==> config.mk <==
export PLATFORM = sky130hd
export DESIGN_NAME = bp_be_irf_cfg_master
export DESIGN_NICKNAME = d
export VERILOG_FILES = /design/src/rtl/bp_be_irf_cfg_master_pkg.sv /design/src/rtl/bp_be_irf_cfg_master.sv
export SDC_FILE = /design/constraint.sdc
export NUM_CORES = 1
export LEC_CHECK = 0
export ABC_AREA = 1
export CAP_MARGIN = 30
export CORE_MARGIN = 2
export CORE_UTILIZATION = 40
export CTS_CLUSTER_SIZE = 24
export DETAILED_ROUTE_END_ITERATION = 8
export GPL_ROUTABILITY_DRIVEN = 0
export GPL_TIMING_DRIVEN = 0
export PLACE_DENSITY_LB_ADDON = 0.3
export SLEW_MARGIN = 0
export SYNTH_ARGS = -nofsm -noshare
export SYNTH_HDL_FRONTEND = slang
export SYNTH_SLANG_ARGS = --single-unit
==> constraint.sdc <==
create_clock -name clk_i -period 1.5 [get_ports clk_i]
set_input_delay 0.3 -clock clk_i [delete_from_list [all_inputs] [get_ports clk_i]]
set_output_delay 0.3 -clock clk_i [all_outputs]
set_load 0.02 [all_outputs]
==> src/rtl/bp_be_irf_cfg_master_pkg.sv <==
// Shared types for the integer regfile cfg-port master.
// Optional full-file dump support is controlled by BP_BE_IRF_CFG_DUMP_EN.

`ifndef BP_BE_IRF_CFG_MASTER_PKG_SV
`define BP_BE_IRF_CFG_MASTER_PKG_SV

package bp_be_irf_cfg_master_pkg;

    typedef enum logic [1:0] {
        e_irf_rd   = 2'd0,
        e_irf_wr   = 2'd1,
        e_irf_dump = 2'd2
    } bp_be_irf_cfg_op_e;

    typedef enum logic [2:0] {
        e_idle     = 3'd0,
        e_rd_issue = 3'd1,
        e_rd_wait  = 3'd2,
        e_wr_issue = 3'd3,
        e_resp     = 3'd4
    } bp_be_irf_cfg_state_e;

endpackage

// Latched request: target register and write data.
`define DECLARE_BP_BE_IRF_CFG_REQ_S(dw_mp, aw_mp) \
    typedef struct packed {                         \
        logic [aw_mp-1:0] addr;                     \
        logic [dw_mp-1:0] data;                     \
    } bp_be_irf_cfg_req_s

// Held response beat presented on the resp_* outputs.
`define DECLARE_BP_BE_IRF_CFG_RESP_S(dw_mp, aw_mp) \
    typedef struct packed {                          \
        logic [aw_mp-1:0] addr;                      \
        logic [dw_mp-1:0] data;                      \
        logic             last;                      \
        logic             err;                       \
    } bp_be_irf_cfg_resp_s

`endif

==> src/rtl/bp_be_irf_cfg_master.sv <==
// Cfg-port initiator for the integer register file: accepts read, write
// and (optionally) dump requests while the core is frozen, strobes the
// regfile cfg port and returns one response per register touched.
// Define BP_BE_IRF_CFG_DUMP_EN to enable op 2 (full-file dump); without it
// op 2 is answered as an illegal op.

module bp_be_irf_cfg_master
    import bp_be_irf_cfg_master_pkg::*;
#(
    parameter int dword_width_p    = 64,
    parameter int reg_addr_width_p = 5,
    parameter int rd_latency_p     = 1
)
(
    input  logic                        clk_i,
    input  logic                        reset_i,
    input  logic                        freeze_i,

    input  logic                        req_v_i,
    output logic                        req_ready_o,
    input  logic [1:0]                  req_op_i,
    input  logic [reg_addr_width_p-1:0] req_addr_i,
    input  logic [dword_width_p-1:0]    req_data_i,

    output logic                        resp_v_o,
    input  logic                        resp_ready_i,
    output logic [reg_addr_width_p-1:0] resp_addr_o,
    output logic [dword_width_p-1:0]    resp_data_o,
    output logic                        resp_last_o,
    output logic                        resp_err_o,

    output logic                        irf_w_v_o,
    output logic                        irf_r_v_o,
    output logic [reg_addr_width_p-1:0] irf_addr_o,
    output logic [dword_width_p-1:0]    irf_data_o,
    input  logic [dword_width_p-1:0]    irf_data_i
);

    `DECLARE_BP_BE_IRF_CFG_REQ_S(dword_width_p, reg_addr_width_p);
    `DECLARE_BP_BE_IRF_CFG_RESP_S(dword_width_p, reg_addr_width_p);

    bp_be_irf_cfg_state_e state_q, state_d;
    bp_be_irf_cfg_req_s   req_q, req_d;
    bp_be_irf_cfg_resp_s  resp_q, resp_d;
    logic                 resp_en;

    logic                        req_fire;
    logic                        resp_fire;
    logic                        op_illegal;
    logic                        dump_active;
    logic                        dump_last;
    logic [reg_addr_width_p-1:0] rd_addr;

    assign req_fire  = (state_q == e_idle) && freeze_i && req_v_i && !reset_i;
    assign resp_fire = (state_q == e_resp) && resp_ready_i;

`ifdef BP_BE_IRF_CFG_DUMP_EN
    // One extra counter bit keeps the terminal compare from wrapping.
    localparam logic [reg_addr_width_p:0] last_idx_lp = {1'b0, {reg_addr_width_p{1'b1}}};

    logic                      dump_q, dump_d;
    logic [reg_addr_width_p:0] cnt_q, cnt_d;

    assign op_illegal  = (req_op_i == 2'd3);
    assign dump_active = dump_q;
    assign dump_last   = (cnt_q == last_idx_lp);
    assign rd_addr     = dump_q ? cnt_q[reg_addr_width_p-1:0] : req_q.addr;

    // Dump mode flag and register index; cleared on every accept, stepped per dump beat.
    always_comb begin
        dump_d = dump_q;
        cnt_d  = cnt_q;
        if (req_fire) begin
            dump_d = (req_op_i == e_irf_dump);
            cnt_d  = '0;
        end else if (resp_fire && dump_q && !dump_last) begin
            cnt_d = cnt_q + 1'b1;
        end
    end

    // Dump bookkeeping registers.
    always_ff @(posedge clk_i) begin
        if (reset_i) begin
            dump_q <= 1'b0;
            cnt_q  <= '0;
        end else begin
            dump_q <= dump_d;
            cnt_q  <= cnt_d;
        end
    end
`else
    assign op_illegal  = req_op_i[1];
    assign dump_active = 1'b0;
    assign dump_last   = 1'b1;
    assign rd_addr     = req_q.addr;
`endif

    // State register and request latch.
    always_ff @(posedge clk_i) begin
        if (reset_i) begin
            state_q <= e_idle;
            req_q   <= '0;
        end else begin
            state_q <= state_d;
            req_q   <= req_d;
        end
    end

    // Response holding register: only loads when a new beat is formed.
    always_ff @(posedge clk_i) begin
        if (reset_i) begin
            resp_q <= '0;
        end else if (resp_en) begin
            resp_q <= resp_d;
        end
    end

    // Next-state logic.
    always_comb begin
        state_d = state_q;
        case (state_q)
            e_idle: begin
                if (req_fire) begin
                    if (op_illegal) begin
                        state_d = e_resp;
                    end else if (req_op_i == e_irf_wr) begin
                        state_d = e_wr_issue;
                    end else begin
                        state_d = e_rd_issue;
                    end
                end
            end
            e_rd_issue: state_d = (rd_latency_p == 0) ? e_resp : e_rd_wait;
            e_rd_wait:  state_d = e_resp;
            e_wr_issue: state_d = e_resp;
            e_resp: begin
                if (resp_fire) begin
                    state_d = (dump_active && !dump_last) ? e_rd_issue : e_idle;
                end
            end
            default: state_d = e_idle;
        endcase
    end

    // Handshake and regfile strobe outputs decoded from the current state.
    always_comb begin
        req_ready_o = 1'b0;
        resp_v_o    = 1'b0;
        irf_w_v_o   = 1'b0;
        irf_r_v_o   = 1'b0;
        irf_addr_o  = '0;
        irf_data_o  = '0;
        case (state_q)
            e_idle:     req_ready_o = freeze_i && !reset_i;
            e_wr_issue: begin
                irf_w_v_o  = (req_q.addr != '0);
                irf_addr_o = req_q.addr;
                irf_data_o = req_q.data;
            end
            e_rd_issue: begin
                irf_r_v_o  = 1'b1;
                irf_addr_o = rd_addr;
            end
            e_resp:     resp_v_o = 1'b1;
            default:    ;
        endcase
    end

    // Request latch and response beat formation.
    always_comb begin
        req_d   = req_q;
        resp_en = 1'b0;
        resp_d  = '0;
        if (req_fire) begin
            req_d.addr = req_addr_i;
            req_d.data = req_data_i;
        end
        case (state_q)
            e_idle: begin
                if (req_fire && op_illegal) begin
                    resp_en     = 1'b1;
                    resp_d.addr = req_addr_i;
                    resp_d.data = '0;
                    resp_d.last = 1'b1;
                    resp_d.err  = 1'b1;
                end
            end
            e_wr_issue: begin
                resp_en     = 1'b1;
                resp_d.addr = req_q.addr;
                resp_d.data = req_q.data;
                resp_d.last = 1'b1;
                resp_d.err  = 1'b0;
            end
            e_rd_issue, e_rd_wait: begin
                if ((state_q == e_rd_wait) || (rd_latency_p == 0)) begin
                    resp_en     = 1'b1;
                    resp_d.addr = rd_addr;
                    resp_d.data = irf_data_i;
                    resp_d.last = !dump_active || dump_last;
                    resp_d.err  = 1'b0;
                end
            end
            default: ;
        endcase
    end

    assign resp_addr_o = resp_q.addr;
    assign resp_data_o = resp_q.data;
    assign resp_last_o = resp_q.last;
    assign resp_err_o  = resp_q.err;

endmodule

Word-level counts from Yosys, hierarchy flattened
Index checks and enable logic that the tools add are counted.
{"block": "totals", "reg_bits": 143, "elab_cells": 44, "memories": 0, "input_bits": 140, "ram_bits": 0, "mem_bits_ro": 0, "latch_bits": 0, "out_inout_bits": 144}
{"block": "op_classes", "n_div": 0, "n_shift": 0, "add_sub_neg": 0, "muxes": 17, "n_bitwise": 0, "n_reduce_logical": 13, "eq_ne": 7, "n_mul": 0, "magnitude_cmp": 0}
{"op": "$pmux W71 S3", "count": 1}
{"op": "$mux W71", "count": 2}
{"op": "$mux W64", "count": 1}
{"op": "$pmux W3 S4", "count": 1}
{"op": "$mux W3", "count": 3}
{"op": "$eq A3 B2 Y1 const B", "count": 2}
{"op": "$logic_and A1 B1 Y1", "count": 6}
{"op": "$mux W1", "count": 6}
{"op": "$reduce_or A2 Y1", "count": 3}
{"op": "$mux W5", "count": 1}
{"op": "$reduce_bool A5 Y1", "count": 1}
{"op": "$ne A2 B2 Y1 const B", "count": 2}
{"op": "$eq A3 B1 Y1 const B", "count": 1}
{"op": "$eq A3 B3 Y1 const B", "count": 1}
{"op": "$logic_not A3 Y1", "count": 1}
{"op": "$pmux W1 S3", "count": 1}
{"op": "$eq A2 B1 Y1 const B", "count": 1}
{"op": "$mux W2", "count": 1}
{"op": "$reduce_and A2 Y1", "count": 1}
{"op": "$logic_not A1 Y1", "count": 1}

Depth between registers and ports, before layout
Gate-level depths: netlist of the first run.
{"block": "logic_depth", "word_depth": 7, "depth_mapped": 10}

Worst setup path after synthesis of the first run
OpenSTA, ideal clock, no wires.
{"block": "synth_path", "path_kind": "register to output", "start": "register state_q[0]", "end": "output irf_w_v_o", "path_stages_with_launch": 9, "path_buffers": 2, "path_slack_ns": 0.058, "t_required_ns": 1.200, "t_arrival_ns": 1.142, "cell_sequence": "dfxtp_1 inv_1 nor2_2 nand2_1 inv_2 buf_6 buf_4 o21ai_0 inv_1"}
{"block": "synth_between", "elab_chain_cells": 2}
{"item": "start: declaration", "line_no": "bp_be_irf_cfg_master.sv:42", "text": "bp_be_irf_cfg_state_e state_q, state_d;"}
{"item": "start signal: assignment", "line_no": "bp_be_irf_cfg_master.sv:101", "text": "state_q <= e_idle;"}
{"item": "start signal: assignment", "line_no": "bp_be_irf_cfg_master.sv:104", "text": "state_q <= state_d;"}
{"item": "$eq A3 B2 Y1", "line_no": "bp_be_irf_cfg_master.sv:153", "text": "case (state_q)"}
{"item": "$mux W1", "line_no": "bp_be_irf_cfg_master.sv:153"}
{"item": "end: declaration", "line_no": "bp_be_irf_cfg_master.sv:32", "text": "output logic irf_w_v_o,"}
Every way passes these cells.

Worst setup path in the final report of the first run
Same ends and word-level chain as after synthesis.

==> impl_metrics.toml, run 1 <==
[run_status]
outcome = "finished, violations left"
violations = "negative setup slack"

[sta]
tightest_slew_ns = 0.7036
skew_ns = 0.006184
final-setup-viol-count = 249
final.min_clock_period_ns = 1.979
fmax_mhz = 505.4
final.setup.tns_ns = -57.86
relSlewSlack = 0.5310
fin_crit_sh = 1.319
hold_viol_final = 0
rsz0062_at_grt = "true"
fin_ws_ns = -0.4788
finalMaxSlewViolations = 0

[global_route]
grt_use_total = 0.2550
grt_antenna_before_repair = 0
overflow = 0
grt_pass1_wl_um = 32350
first_global_vias = 6282
grt_start_max_net_pins = 17

[cts]
clk_pin_slew_worst_paths_ns = 0.06
cts_buffer_depth = 2
cts_sinks = 143
cts_root_buf = "clkbuf_16"
numCtsBuffers = 17
cts_htree_levels = 4
clk_latency_ns = 0.42
cts_tree = "done"

[setup_path]
r2r_slack_ns = -0.30
critical-path-slowest-cell = "dfxtp_2"
startpoint = "state_q[0]"
crit_arrival_ns = 1.68
cp-end-kind = "primary output"
timing.critical_path.to = "irf_w_v_o"
required_ns = 1.20
reg2reg_from = "state_q[0]"
path_cells = "inv_2 > nor2_4 > nand2_2 > inv_4 > buf_6 > clkbuf_16 > buf_16 > o21ai_2 > inv_1 > buf_6"
crit_path_frequent_cell = "buf_6"
crit_type = "register to primary output"
start_kind = "register"
rr_worst_depth = 10
crit_path_max_fanout = 5
r2r-end = "resp_data_o[33]"
cpPeakStageDelay_ns = 0.34

[min_path]
min_path_cells = 5
hold_class = "input port to register"

[route]
dr.pass1.iters = 4
routed_wl_um = 21630
num_vias = 6724
via_per_inst = 4.745
wl_per_cell_um = 15.27
post-route-drc-count = 0
first_iter_violations = 310
ant_nets = 0

[synth]
synthCells = 879
avgSynthCellArea_sq_um = 6.953
ys_seq_area_frac = 0.4684
synth.distinct_cells = 24
syn-cell-area_sq_um = 6112
syn-num-nets = 1019
synth_warnings = 0
synth-seq-cells = 143

[layout]
area_growth_syn_to_layout_pct = 79.59
final_layout_size_suffix_gt1_frac = 0.2905
n_antenna_cell = 0
fin_util = 0.7274
layout.nets = 1356

[die]
io_pins = 284
die_area_sq_um = 16290
die_w_um = 127.6
coreArea_sq_um = 15090
start_util = 0.4051
die_h_um = 127.6
row_count = 45

[pwr]
swShare = 0.3015
combPwrFrac = 0.296
p_seq_frac = 0.347
switchingPower_uw = 3807
power.density_nw_per_um2 = 1150
p_clk_frac = 0.357
p_int_uw = 8821
ir_drop_v = 0.0008269
power_leakage_uw = 0.005821

[placed_design]
dp_hpwl_um = 14310
io_buffers = 281
pre_cts_slack_ns = -0.8679

[flow_run]
maxCapViolations = 0
==> sequential cells by signal (all words and copies together), names as in the netlist <==
name,flops
req_q,64
resp_addr_o,5
resp_err_o,1
resp_data_o,64
state_q,3
rd_addr,5
resp_last_o,1
==> stage by stage <==
step | hold WS, ns | power (uW) | area (sq um) | std cells
final | 0.3770 | 12630 | 10980 | 1417
after global routing | 0.3945 | 13160 | 10980 | 1417
after CTS | 0.3493 | 12460 | 10530 | 1407
after detailed placement | 0.4459 | 7460 | 9160 | 1348
after global placement | 0.4357 | 7422 | 9160 | 1348
after floorplan | 0.4429 | 6184 | 6112 | 879
==> worst min-delay path by stage <==
stage	start	endpoint	slack, ns
floorplan	req_data_i[29]	req_q[29]	0.44
global placement	resp_last_o	resp_last_o	0.44
detailed placement	resp_last_o	resp_last_o	0.45
CTS	req_op_i[1]	state_q[0]	0.35
global route	req_op_i[1]	state_q[0]	0.39
finish	req_v_i	resp_addr_o[4]	0.38
==> synthesized netlist by cell type <==
cell	instances	share of area
dfxtp_1	143	0.47
nor3_1	2	0.0016
o21ai_0	1	0.00082
a21oi_1	106	0.087
nand4_1	6	0.0061
clkinv_2	1	0.00082
nor2_2	1	0.0010
o21ai_2	1	0.0014
nand3_1	2	0.0016
nor2_1	82	0.050
inv_2	5	0.0031
buf_2	18	0.015
clkbuf_1	14	0.0086
nand2_2	1	0.0010
nand2_1	361	0.22
buf_12	1	0.0033
a21oi_2	30	0.043
nor2_4	1	0.0018
nor2_8	1	0.0033
inv_1	81	0.050
buf_1	1	0.00061
nand2_4	2	0.0037
buf_6	7	0.013
buf_4	11	0.014
==> power by group through the flow <==
| stage | Clock (uW) | Combinational, uW | Sequential [uW] |
|---|---|---|---|
| floorplan | 0 | 1540 | 4640 |
| global placement | 0 | 3020 | 4400 |
| detailed placement | 0 | 3040 | 4420 |
| CTS | 4570 | 3530 | 4360 |
| global route | 4730 | 4000 | 4430 |
| finish | 4510 | 3730 | 4390 |
==> worst max-delay path: cells and delay by family (launching register included) <==
kind / cells / cell delay [ns]
flip-flops: 1 / 0.34
buffers and inverters: 7 / 0.70
AND/OR/NAND/NOR: 2 / 0.16
AO/OA/AOI/OAI: 1 / 0.05
==> logic make-up (layout without fill, tap and decap cells) <==
family                 Yosys count  in the layout  share of synthesized area
AND/OR/NAND/NOR                459            459                     0.2923
flip-flops                     143            143                     0.4684
AO/OA/AOI/OAI                  138            138                     0.1320
buffers and inverters          139            489                     0.1073
==> metal layers <==
| layer | share of wire | GRT usage | vias to the layer above |
|---|---|---|---|
| li1 | - | - | 3371 |
| met1 | 0.40 | 0.3026 | 3073 |
| met2 | 0.50 | 0.4303 | 229 |
| met3 | 0.061 | 0.06156 | 51 |
| met4 | 0.033 | 0.1293 | 0 |
| met5 | 0 | 0 | - |
==> cells in the final DEF, fill, tap and decap left out, types with 20 or more instances in the layout <==
| cell | count |
|---|---|
| a21oi_1 | 93 |
| a21oi_2 | 43 |
| buf_4 | 34 |
| buf_6 | 73 |
| clkbuf_16 | 22 |
| clkdlybuf4s50_1 | 172 |
| dfxtp_1 | 140 |
| dlygate4sd2_1 | 28 |
| inv_1 | 28 |
| inv_2 | 55 |
| nand2_1 | 302 |
| nand2_2 | 20 |
| nand2_4 | 41 |
| nor2_1 | 77 |
==> cell type report <==
class                      instances  area, sq um
clock inverter                    10        158.9
fill                            1176         4113
sequential                       143         2867
buffer                            51        495.5
clock buffer                      22        474.2
timing repair buffer             319         3349
inverter                          87        351.6
tap                              188        235.2
multi-input combinational        597         3045
==> timing repair <==
item / in CTS / in global routing
cloned: 4 / 5
pin swaps: 4 / 1
resized for setup: 614 / 101
buffers inserted: 23 / 7
endpoints found under the setup margin: 274 / 257
hold buffers: 0 / 0
hold endpoints to repair: 0 / 0
Power figures use the tool's default switching activity.
==> run 2: changes to the inputs <==
--- a/config.mk
+++ b/config.mk
@@ -14,6 +14,7 @@
 export GPL_ROUTABILITY_DRIVEN = 0
 export GPL_TIMING_DRIVEN = 0
 export PLACE_DENSITY_LB_ADDON = 0.3
+export RECOVER_POWER = 100
 export SLEW_MARGIN = 0
 export SYNTH_ARGS = -nofsm -noshare
 export SYNTH_HDL_FRONTEND = slang
==> impl_metrics.toml, run 2 (synthesis results as in run 1) <==
[run_status]
outcome = "finished, violations left"
violations = "negative setup slack"

[die]
die_area_sq_um = 16290
die_h_um = 127.6
io_pins = 284
die_w_um = 127.6
coreArea_sq_um = 15090
row_count = 45
start_util = 0.4051

[setup_path]
cp_num_cells = 10
crit_buf_inv = 7
crit_type = "register to primary output"
critical-path-slowest-cell = "dfxtp_2"
crit_path_max_fanout = 5
r2r-end = "resp_data_o[33]"
cp-end-kind = "primary output"
reg2reg_from = "state_q[0]"
path_cells = "inv_2 > nor2_4 > nand2_2 > inv_4 > buf_6 > clkbuf_16 > buf_16 > o21ai_2 > inv_1 > buf_6"
timing.critical_path.to = "irf_w_v_o"
cpPeakStageDelay_ns = 0.34
required_ns = 1.20
r2r_slack_ns = -0.39
crit_path_frequent_cell = "buf_6"
startpoint = "state_q[0]"
crit_arrival_ns = 1.69
critical-path-top-delay-family = "buffers and inverters"
start_kind = "register"
rr_worst_depth = 10

[sta]
final-setup-viol-count = 249
final.min_clock_period_ns = 1.989
finalMaxSlewViolations = 0
fin_crit_sh = 1.326
relSlewSlack = 0.5355
tightest_slew_ns = 0.6968
hold_viol_final = 0
rsz0062_at_grt = "true"
final.setup.tns_ns = -69.97
skew_ns = 0.006365
timing.hold.ws_ns = 0.3734
fin_ws_ns = -0.4890
fmax_mhz = 502.8

[route]
ant_nets = 0
num_vias = 6745
via_per_inst = 4.760
routed_wl_um = 21760
wl_per_cell_um = 15.35
first_iter_violations = 343
dr.pass1.iters = 6
post-route-drc-count = 0

[layout]
multi_input_area_sq_um = 3040
n_antenna_cell = 0
final_common_cell = "nand2_1"
area_growth_syn_to_layout_pct = 78.30
final_cell_mix = "nand2_1, clkdlybuf4s50_1, dfxtp_1, a21oi_1, nor2_1"
layout.nets = 1356
regArea_sq_um = 2867
final_layout_size_suffix_gt1_frac = 0.2897
n_fill_cell = 1196

[placed_design]
pre_cts_slack_ns = -0.8679
io_buffers = 281
dp_hpwl_um = 14310

[cts]
cts_buffer_depth = 2
clk_pin_slew_worst_paths_ns = 0.06
cts_sinks = 143
clk_latency_ns = 0.42
postCtsHoldBufs = 0
cts_htree_levels = 4
cts_root_buf = "clkbuf_16"
numCtsBuffers = 17
cts_tree = "done"

[global_route]
first_global_vias = 6282
grt_pass1_wl_um = 32350
overflow = 0
grt_start_max_net_pins = 17
grt_antenna_before_repair = 0
grt_use_total = 0.2550

[pwr]
total_power_uw = 12600
ir_drop_v = 0.0008435
power_leakage_uw = 0.005649
power.density_nw_per_um2 = 1156

[min_path]
hold_class = "input port to register"
min_from = "req_v_i"

[flow_run]
maxCapViolations = 0
[run 2: metal layers]
layer | share of wire | track usage
met5 | 0 | 0
met3 | 0.061 | 0.06156
met4 | 0.037 | 0.1293
met1 | 0.40 | 0.3026
met2 | 0.50 | 0.4303
[run 2: how the worst min path moves through the flow]
stage / cells past startpoint / to / slack, ns
finish: 5 / resp_addr_o[0] / 0.37
global route: 2 / state_q[0] / 0.39
CTS: 2 / state_q[0] / 0.35
detailed placement: 2 / resp_last_o / 0.45
global placement: 2 / resp_last_o / 0.44
floorplan: 2 / req_q[29] / 0.44
[run 2: layout make-up]
cell class / instances / share of cell area
Timing Repair Buffer: 319 / 0.3006
Multi-Input combinational cell: 597 / 0.2790
Sequential cell: 143 / 0.2630
Buffer: 51 / 0.04546
Clock buffer: 22 / 0.04351
Inverter: 87 / 0.03226
Tap cell: 188 / 0.02158
Clock inverter: 10 / 0.01458
[run 2: tightest hold or removal path: cells and delay by family]
family	cells	cell delay, ns
and+or+nand+nor	4	0.28
buffers and inverters	1	0.17
[run 2: per-stage QoR]
step                instance area [sq um]  cells    util
floorplan                            6112    879       -
global placement                     9160   1348  0.6070
detailed placement                   9160   1348  0.6070
CTS                                 10530   1407  0.6976
global route                        10900   1417  0.7222
finish                              10900   1417  0.7222
[run 2: power by group]
part | internal [uW] | total (uW) | switching [uW]
registers | 4150 | 4390 | 238
logic | 1720 | 3690 | 1970
clock network | 2910 | 4520 | 1610
total | 8780 | 12600 | 3820
[run 2: what timing repair did]
item	4_1_cts	5_1_grt
gates cloned	4	5
setup endpoints to repair	274	257
gates resized for setup	614	101
pin swaps	4	1
setup buffers	23	7
endpoints found under the hold margin	0	0
